File: src/rtl/bcd_timer_pkg.sv
// Shared constants and types for the BCD hh:mm:ss timer.
// Digit limits, field offsets in the packed 24-bit time word.
package bcd_timer_pkg;

  localparam logic [3:0] UNIT_MAX = 4'd9;
  localparam logic [3:0] TENS_MAX = 4'd5;

  localparam int S_U_OFF = 0;
  localparam int S_T_OFF = 4;
  localparam int M_U_OFF = 8;
  localparam int M_T_OFF = 12;
  localparam int H_U_OFF = 16;
  localparam int H_T_OFF = 20;

  typedef struct packed {
    logic [3:0] h_t;
    logic [3:0] h_u;
    logic [3:0] m_t;
    logic [3:0] m_u;
    logic [3:0] s_t;
    logic [3:0] s_u;
  } bcd_time_t;

endpackage

File: src/rtl/bcd_digit.sv
// One up/down decade digit with parameterised max value.
// Load wins over inc/dec; co flags carry (inc) or borrow (dec).
module bcd_digit
  import bcd_timer_pkg::*;
#(
  parameter logic [3:0] MAX = UNIT_MAX
) (
  input  logic       clk,
  input  logic       rst,
  input  logic       inc,
  input  logic       dec,
  input  logic       load,
  input  logic [3:0] load_val,
  output logic [3:0] q,
  output logic       co
);

  always_ff @(posedge clk or negedge rst) begin
    if (!rst) begin
      q <= 4'd0;
    end else if (load) begin
      q <= load_val;
    end else if (inc) begin
      q <= (q == MAX) ? 4'd0 : q + 4'd1;
    end else if (dec) begin
      q <= (q == 4'd0) ? MAX : q - 4'd1;
    end
  end

  assign co = (inc && (q == MAX)) ||
              (dec && (q == 4'd0));

endmodule

File: src/rtl/bcd_timer.sv
// BCD hh:mm:ss up/down timer built from six chained decade digits.
// Full-range wrap is done by a parallel load of zero or the max value.
module bcd_timer
  import bcd_timer_pkg::*;
#(
  parameter int HOURS_EN     = 0,
  parameter int HOURS_MAX    = 23,
  parameter int STOP_AT_ZERO = 1
) (
  input  logic        clk,
  input  logic        rst,
  input  logic        pulse,
  input  logic        enable,
  input  logic        dir,
  input  logic        load,
  input  logic [23:0] load_value,
  output logic [23:0] time_bcd,
  output logic        wrap,
  output logic        expired,
  output logic        load_err
);

  localparam logic [3:0] HM_T = 4'(HOURS_MAX / 10);
  localparam logic [3:0] HM_U = 4'(HOURS_MAX % 10);
  localparam logic [7:0] HM_BCD = {HM_T, HM_U};
  localparam logic [23:0] MAX_T =
    {(HOURS_EN != 0) ? HM_BCD : 8'h00, 16'h5959};

  typedef enum logic {RUN, EXPIRED} state_t;
  state_t state;

  logic [23:0] cur;
  logic [23:0] lv_eff;
  logic [23:0] dig_lv;
  logic tick, up, dn;
  logic at_max, at_zero, at_one;
  logic wrap_up, wrap_dn;
  logic hrs_ok, load_ok, dig_load;
  logic top_co_unused;

  assign tick = pulse & enable & ~load &
                (state == RUN);
  assign up = tick & ~dir;
  assign dn = tick & dir;

  assign at_max  = (cur == MAX_T);
  assign at_zero = (cur == 24'h0);
  assign at_one  = (cur == 24'h1);

  assign wrap_up = up & at_max;
  assign wrap_dn = dn & at_zero &
                   (STOP_AT_ZERO == 0);

  // Hours compared as a BCD pair: valid digits order like numbers.
  assign hrs_ok = (HOURS_EN == 0) ||
    ((load_value[H_T_OFF +: 4] <= UNIT_MAX) &&
     (load_value[H_U_OFF +: 4] <= UNIT_MAX) &&
     (load_value[H_U_OFF +: 8] <= HM_BCD));

  assign load_ok = hrs_ok &&
    (load_value[S_U_OFF +: 4] <= UNIT_MAX) &&
    (load_value[S_T_OFF +: 4] <= TENS_MAX) &&
    (load_value[M_U_OFF +: 4] <= UNIT_MAX) &&
    (load_value[M_T_OFF +: 4] <= TENS_MAX);

  assign lv_eff = (HOURS_EN != 0) ? load_value
                : {8'h00, load_value[15:0]};

  assign dig_load = (load & load_ok) |
                    wrap_up | wrap_dn;
  assign dig_lv = load    ? lv_eff :
                  wrap_up ? 24'h0  : MAX_T;

  for (genvar i = 0; i < 6; i++) begin : g
    localparam logic [3:0] DMAX =
      (i == 1 || i == 3) ? TENS_MAX : UNIT_MAX;
    logic inc_i, dec_i, co_i;
    logic [3:0] q_i;

    if (i == 0) begin : g_first
      assign inc_i = up & ~at_max;
      assign dec_i = dn & ~at_zero;
    end else begin : g_chain
      assign inc_i = g[i-1].inc_i & g[i-1].co_i;
      assign dec_i = g[i-1].dec_i & g[i-1].co_i;
    end

    bcd_digit #(.MAX(DMAX)) u_digit (
      .clk      (clk),
      .rst      (rst),
      .inc      (inc_i),
      .dec      (dec_i),
      .load     (dig_load),
      .load_val (dig_lv[i*4 +: 4]),
      .q        (q_i),
      .co       (co_i)
    );

    assign cur[i*4 +: 4] = q_i;
  end

  assign top_co_unused = g[5].co_i;
  assign time_bcd = cur;

  always_ff @(posedge clk or negedge rst) begin
    if (!rst) begin
      state    <= RUN;
      wrap     <= 1'b0;
      expired  <= 1'b0;
      load_err <= 1'b0;
    end else begin
      wrap     <= wrap_up | wrap_dn;
      load_err <= load & ~load_ok;
      unique case (state)
        RUN: begin
          if (dn && at_one && (STOP_AT_ZERO != 0)) begin
            state   <= EXPIRED;
            expired <= 1'b1;
          end
        end
        EXPIRED: begin
          if (load && load_ok) begin
            state   <= RUN;
            expired <= 1'b0;
          end
        end
        default: state <= RUN;
      endcase
    end
  end

endmodule

File: config.mk
export PLATFORM = sky130hd
export DESIGN_NAME = bcd_timer
export DESIGN_NICKNAME = d
export VERILOG_FILES = /design/src/rtl/bcd_timer_pkg.sv /design/src/rtl/bcd_digit.sv /design/src/rtl/bcd_timer.sv
export SDC_FILE = /design/constraint.sdc
export NUM_CORES = 1
export LEC_CHECK = 0
export ABC_AREA = 1
export CORE_MARGIN = 2
export CORE_UTILIZATION = 45
export CTS_CLUSTER_SIZE = 20
export DETAILED_ROUTE_END_ITERATION = 6
export PLACE_DENSITY_LB_ADDON = 0.05
export SLEW_MARGIN = 0
export SYNTH_ARGS = -nofsm -noshare
export SYNTH_HDL_FRONTEND = slang
export SYNTH_SLANG_ARGS = --single-unit
File: constraint.sdc
create_clock -name clk -period 1.6 [get_ports clk]
set_input_delay 0.48 -clock clk [delete_from_list [all_inputs] [get_ports clk]]
set_output_delay 0.48 -clock clk [all_outputs]
set_load 0.1 [all_outputs]
* Word-level counts from Yosys, hierarchy flattened
Cells that the tools add are included.
** Word-level totals
- Bits in registers :: 28
- Output and inout port bits :: 27
- Word-level logic and storage cells :: 135
** Cells by class
- Add/subtract/negate cells :: 12
- Magnitude comparators :: 4
- Equal/unequal tests :: 10
- Muxes and demuxes :: 38
- Bitwise operators :: 27
- Reductions and logical operators :: 34
** Operators by type and width (count)
- 2-to-1 mux 4 bit :: 30
- adder 4 x 1 -> 4 bit (second input constant) :: 6
- == test 24 x 1 -> 1 bit (second input constant) :: 1
- == test 24 x 15 -> 1 bit (second input constant) :: 1
- zero test 24 bit :: 1
- zero test 4 bit :: 6
- subtractor 4 x 1 -> 4 bit (second input constant) :: 6
- bitwise AND 1 bit :: 20
- nonzero test 3 bit :: 6
- == test 4 bit (second input constant) :: 4
- 2-to-1 mux 16 bit :: 1
- logical AND 1 bit :: 15
- 2-to-1 mux 15 bit :: 1
- == test 4 x 3 -> 1 bit (second input constant) :: 2
- <= comparator 4 x 3 -> 1 bit (second input constant) :: 2
- <= comparator 4 bit (second input constant) :: 2
- NOT 1 bit :: 6
- logical OR 1 bit :: 5
- 2-to-1 mux 1 bit :: 4
- != test 2 x 1 -> 1 bit (second input constant) :: 2
- one-hot mux 1 bit (2 select lines) :: 2
- AND reduction 2 bit :: 1
- OR 1 bit :: 1

* Logic depth before layout (Yosys ltp)
- Depth in word-level cells :: 23
- Mapped depth :: 13
- Depth with buffers taken out :: 13

* By module
From an unflattened synthesis, not the netlist that was laid out.
** Second synthesis, totals
- Cell total of the unflattened synthesis :: 507
- Area total of the unflattened synthesis :: 2841.5 µm²
** By module, submodules not included
- bcd_digit (g[0].u_digit ...) :: times used 4, cells each 63, area an instance 359.1 µm², sequential area each 100.1 µm²
- bcd_digit (g[1].u_digit ...) :: times used 2, cells each 63, area an instance 354.1 µm², sequential area each 100.1 µm²
- bcd_timer :: times used 1, cells each 129, area an instance 696.9 µm², sequential area each 100.1 µm²

* Worst setup path before layout
No wires, ideal clock.
- Kind :: register -> register
- Start point :: register g[5].u_digit.q[2]
- End point :: register g[5].u_digit.q[1]
- Data arrival time :: 2.287 ns
- Slack :: -0.808 ns
- Stages on the path, launching flop included :: 13
- Clock period less this slack :: 2.408 ns
- Cells stage by stage :: dfrtp_1 -> buf_4 -> nor2_1 -> nand2_1 -> nor2_4 -> nand3_4 -> nand4_4 -> nor2_8 -> nand2_4 -> nand2_4 -> nand2_4 -> nand3_1 -> nand2_1
** Between the ends
- Longest elaborated chain between the ends :: 20
- Elaborated cells between the ends (all ways) :: 41
- Those cells by class :: eq/ne: 2; mux: 5; bitwise: 16; reduce/logical: 18
** RTL lines
- start, declared :: RTL line bcd_digit.sv:14 : output logic [3:0] q,
- start signal, assigned :: RTL line bcd_digit.sv:22 : q <= load_val;
- start signal, assigned :: RTL line bcd_digit.sv:24 : q <= (q == MAX) ? 4'd0 : q + 4'd1;
- start signal, assigned :: RTL line bcd_digit.sv:26 : q <= (q == 4'd0) ? MAX : q - 4'd1;
- == test 24 x 15 -> 1 bit / zero test 24 bit (equally long branches) :: RTL line bcd_timer.sv:46, bcd_timer.sv:47
- NOT 1 bit, on equally long branches :: RTL line bcd_timer.sv:81, bcd_timer.sv:82
- bitwise AND 1 bit, on equally long branches :: RTL line bcd_timer.sv:81, bcd_timer.sv:82
- logical AND 1 bit, on equally long branches :: RTL line bcd_digit.sv:30, bcd_digit.sv:31
- logical OR 1 bit :: RTL line bcd_digit.sv:30 : assign co = (inc && (q == MAX)) ||
- bitwise AND 1 bit, on equally long branches :: RTL line bcd_timer.sv:84, bcd_timer.sv:85
- logical AND 1 bit, on equally long branches :: RTL line bcd_digit.sv:30, bcd_digit.sv:31
- logical OR 1 bit :: RTL line bcd_digit.sv:30
- (+4 left out)
- logical AND 1 bit, on equally long branches :: RTL line bcd_digit.sv:30, bcd_digit.sv:31
- logical OR 1 bit :: RTL line bcd_digit.sv:30
- bitwise AND 1 bit, on equally long branches :: RTL line bcd_timer.sv:84, bcd_timer.sv:85
- logical AND 1 bit, on equally long branches :: RTL line bcd_digit.sv:30, bcd_digit.sv:31
- logical OR 1 bit :: RTL line bcd_digit.sv:30
- bitwise AND 1 bit :: RTL line bcd_timer.sv:84 : assign inc_i = g[i-1].inc_i & g[i-1].co_i;
- 2-to-1 mux 4 bit :: RTL line bcd_digit.sv:23 : end else if (inc) begin
- 2-to-1 mux 4 bit :: RTL line bcd_digit.sv:21 : end else if (load) begin
Parallel ways exist; a longest one is shown, timed or not. The select of a mux whose other input is x is not followed.
A chain may end at the register's enable or synchronous reset.

* Worst setup path in the final report
- Start point :: register g[1].u_digit.q[0]
- End point :: register g[3].u_digit.q[1]
** Between the ends
- Longest elaborated chain between the ends :: 14
- Elaborated cells between the ends (all ways) :: 28
- Those cells by class :: eq/ne: 2; mux: 2; bitwise: 12; reduce/logical: 12
** RTL lines (RTL line)
- start, declared :: bcd_digit.sv:14
- start signal, assigned :: bcd_digit.sv:22
- start signal, assigned :: bcd_digit.sv:24
- start signal, assigned :: bcd_digit.sv:26
- == test 24 x 15 -> 1 bit / zero test 24 bit (equally long branches) :: bcd_timer.sv:46, bcd_timer.sv:47
- NOT 1 bit, on equally long branches :: bcd_timer.sv:81, bcd_timer.sv:82
- bitwise AND 1 bit, on equally long branches :: bcd_timer.sv:81, bcd_timer.sv:82
- logical AND 1 bit, on equally long branches :: bcd_digit.sv:30, bcd_digit.sv:31
- logical OR 1 bit :: bcd_digit.sv:30
- bitwise AND 1 bit, on equally long branches :: bcd_timer.sv:84, bcd_timer.sv:85
- logical AND 1 bit, on equally long branches :: bcd_digit.sv:30, bcd_digit.sv:31
- logical OR 1 bit :: bcd_digit.sv:30
- bitwise AND 1 bit, on equally long branches :: bcd_timer.sv:84, bcd_timer.sv:85
- logical AND 1 bit, on equally long branches :: bcd_digit.sv:30, bcd_digit.sv:31
- logical OR 1 bit :: bcd_digit.sv:30
- bitwise AND 1 bit :: bcd_timer.sv:84
- 2-to-1 mux 4 bit :: bcd_digit.sv:23
- 2-to-1 mux 4 bit :: bcd_digit.sv:21
- end signal, assigned :: bcd_digit.sv:22
- end signal, assigned :: bcd_digit.sv:24
- end signal, assigned :: bcd_digit.sv:26
- end, declared :: bcd_digit.sv:14
Parallel ways exist; a longest one is shown, timed or not.

==> out/results.tsv <==
stage	metric	value	unit
power_and_ir_drop	power_frac_comb	72.6	%
yosys	synth_nets	386	
yosys	ys_warn_count	0	
clock_tree	cts_sinks	28	
final_layout	nets	567	
worst_setup_path	critPathLaunchType	flop	
drt	vias	3769	
clock_tree	htreeDepth	1	
drt	dr.pass1.iters	7	
power_and_ir_drop	fin_total_pwr	6.83	mW
clock_tree	numCtsBuffers	3	
die	die_h	76.6	um
yosys	syn_avg_cell_area	6.66	um2
clock_tree	cts_tree	yes	
yosys	yosysTopAreaCell	dfrtp_1	
final_layout	area_growth	103	%
final_layout	instances_no_fill	606	
placement	place_inst	568	
timing	skew	0.0138	ns
die	die_area	5870	um2
yosys	ys_top_cells_by_area	dfrtp_1, nand2_1, nor2_1	
yosys	synth_cell_types	31	
drt	ant_nets	0	
power_and_ir_drop	p_sw_share	52.4	%
yosys	synth_seq_cells	28	
worst_setup_path	cp_max_fo	4	
drt	first_iter_violations	416	
flow_run	cap_violations	0	
worst_setup_path	required	1.75	ns
final_layout	n_fill_cell	143	
yosys	syn_inst	356	
yosys	yosysSeqAreaShare	29.6	%
placement	place_congestion	0.901	
grt	grt_antenna_before_repair	0	
grt	grt.overflow.total	0	
worst_setup_path	path_class	reg2reg	
drt	vias_per_cell	6.22	
die	die_x	76.6	um
power_and_ir_drop	clockPowerShare	8.8	%
worst_setup_path	critPathArrivalTime	2.45	ns
die	rows	26	
clock_tree	clock-root-buffer	clkbuf_8	
final_layout	utilization	94.4	%
power_and_ir_drop	p_leak	2.33	nW
power_and_ir_drop	peakVddDrop	1.53	mV
placement	post-dp-hpwl	5790	um
die	start_util	46.4	%
clock_tree	clockBufferDepth	2	
final_layout	drive_gt1_share	55.2	%
worst_setup_path	cp-end-kind	flop	
timing	drv_slew	0	
outcome	violations	DRC, setup timing	
timing	setup-violations-final	36	
timing	worstMarginPinSlew	0.485	ns
grt	grt_pass1_wl	15700	um
timing	finalSetupTns	-10.56	ns
power_and_ir_drop	seqPwrFrac	18.6	%
outcome	status	finished with violations	
power_and_ir_drop	p_int	3.25	mW
timing	period_share	144	%
die	core_area	5110	um2
power_and_ir_drop	power_density	1420	nW/um2
yosys	synth_top_cell_area_share	29.6	%
drt	drcViolationCount	1	
timing	finalHoldViolCount	0	
final_layout	antennaDiodeCount	0	
drt	drt_wl_total	13600	um
timing	period_needed	2.30	ns
placement	io_buffers	48	
grt	grt_usage	33.1	%
hold_path	min_path_type	in2async	
clock_tree	clk_pin_slew	0.12	ns
yosys	synth_area	2370	um2
timing	setup_slack	-0.704	ns
power_and_ir_drop	p_sw	3.58	mW
grt	grt_start_max_net_pins	29	
clock_tree	clock_latency	0.29	ns
timing	fmax	434	MHz
timing	slew_headroom	67.2	%
drt	wl_per_cell	22.4	um
die	io_pins	57	
timing	whs	0.539	ns
timing	grt_setup_unrepaired	yes	
clock_tree	ctsHoldBuffers	0	
grt	grt_pass1_vias	3375	
-- registers in the layout (all words and copies together), names as in the netlist --
name         count
g.u_digit.q     24
expired          1
load_err         1
state            1
wrap             1
-- placed cells by master, fill, tap and decap left out, types with 6 or more instances in the layout --
| cell type | synthesis | layout |
|---|---|---|
| buf_4 | 1 | 92 |
| nand2_1 | 100 | 81 |
| buf_6 | 3 | 37 |
| inv_1 | 40 | 30 |
| buf_12 | 0 | 30 |
| nor2_4 | 3 | 26 |
| nor2_1 | 44 | 25 |
| dfrtp_4 | 0 | 22 |
| nand3_1 | 27 | 21 |
| o21ai_0 | 33 | 19 |
| nand2_2 | 1 | 15 |
| inv_2 | 6 | 11 |
| o21ai_1 | 3 | 11 |
| clkbuf_2 | 0 | 8 |
| nor2_2 | 11 | 7 |
| nand2_4 | 4 | 7 |
| nand4_1 | 7 | 7 |
| xor2_1 | 7 | 7 |
| nand3_4 | 3 | 6 |
| o21ai_2 | 0 | 6 |
| nand3_2 | 3 | 6 |
| a21oi_1 | 8 | 6 |
| clkdlybuf4s50_1 | 0 | 6 |
-- power groups by stage --
stage | clock, mW | sequential, mW | combinational (mW)
after global placement | 0 | 1.17 | 4.01
after floorplan | 0 | 2.47 | 0.986
after global routing | 0.620 | 1.28 | 5.10
after CTS | 0.587 | 1.18 | 4.31
final | 0.599 | 1.27 | 4.96
after detailed placement | 0 | 1.18 | 4.06
-- kinds of logic (layout without fill, tap and decap cells) --
group / Yosys count / after routing / share of synthesized area, %
buffers and inverters: 51 / 231 / 9.18
AOI/OAI and AO/OA: 58 / 58 / 13.5
xor gates and xnor gates: 7 / 7 / 2.59
DFF: 28 / 28 / 29.6
and+or+nand+nor: 212 / 212 / 45.2
-- synthesized netlist by cell type --
| library cell | number |
|---|---|
| a21oi_1 | 8 |
| inv_1 | 40 |
| o21ai_1 | 3 |
| clkinv_1 | 1 |
| nand2_1 | 100 |
| inv_2 | 6 |
| nand4_2 | 1 |
| dfrtp_1 | 28 |
| a21oi_2 | 1 |
| nor2_2 | 11 |
| nand2_4 | 4 |
| nand3_4 | 3 |
| o311ai_0 | 1 |
| nand2_2 | 1 |
| buf_6 | 3 |
| nor2_8 | 2 |
| nor3_1 | 4 |
| a21boi_0 | 1 |
| nor2_1 | 44 |
| o21ai_0 | 33 |
| o31ai_1 | 3 |
| o211ai_1 | 2 |
| nand4_1 | 7 |
| o22ai_1 | 3 |
| nand3_2 | 3 |
| nand4_4 | 2 |
| buf_4 | 1 |
| a31oi_1 | 3 |
| xor2_1 | 7 |
| nor2_4 | 3 |
| nand3_1 | 27 |
-- worst max-delay path, cell delays in order, from the launching register on --
cell and delay [ns]:
dfrtp_4 0.51, nor2_1 0.23, nand2_1 0.20, nor2_1 0.17, nand3_2 0.13, nand4_4 0.12, nor2_4 0.07, buf_4 0.14
a21oi_1 0.16, nor2_1 0.12, nor2_1 0.33
-- layout make-up --
| type | instances | area [um2] | share of cell area, % |
|---|---|---|---|
| Clock buffer | 3 | 41.3 | 0.856 |
| Tap cell | 70 | 87.6 | 1.82 |
| Timing Repair Buffer | 180 | 1880 | 39.0 |
| Multi-Input combinational cell | 277 | 1810 | 37.5 |
| Sequential cell | 28 | 786 | 16.3 |
| Clock inverter | 1 | 30.0 | 0.623 |
| Inverter | 47 | 190 | 3.94 |
-- path summary, 6_finish.rpt --
check / start / endpoint / slack (ns) / depth (start not counted)
max in group asynchronous: rst / g[3].u_digit.q[1] / 0.85 / 2
min: rst / g[4].u_digit.q[2] / 0.54 / 2
min in group clk: load_value[9] / g[2].u_digit.q[1] / 0.55 / 3
min reg2reg: g[1].u_digit.q[3] / g[1].u_digit.q[3] / 0.67 / 2
max: g[1].u_digit.q[0] / g[3].u_digit.q[1] / -0.70 / 10
max reg2reg: g[1].u_digit.q[0] / g[3].u_digit.q[1] / -0.70 / 10
-- repair_timing --
action,4_1_cts,5_1_grt
pin swaps,31,22
setup buffers,20,19
resized for setup,86,80
endpoints found under the setup margin,32,47
-- metal layers --
metal / global-route usage, % / wire length [um]
met1: 36.9 / 4330
met2: 60.3 / 6470
met3: 4.98 / 1420
met4: 18.0 / 1360
met5: 0 / 0
-- per-stage QoR --
stage,setup slack (ns),cell area (um2)
2_1_floorplan,-0.347,2510
3_3_place_gp,-0.610,4050
3_5_place_dp,-0.651,4050
4_1_cts,-0.226,4510
5_1_grt,-0.735,4820
6_report,-0.704,4820
No activity file was read; power rests on OpenSTA's default activity.
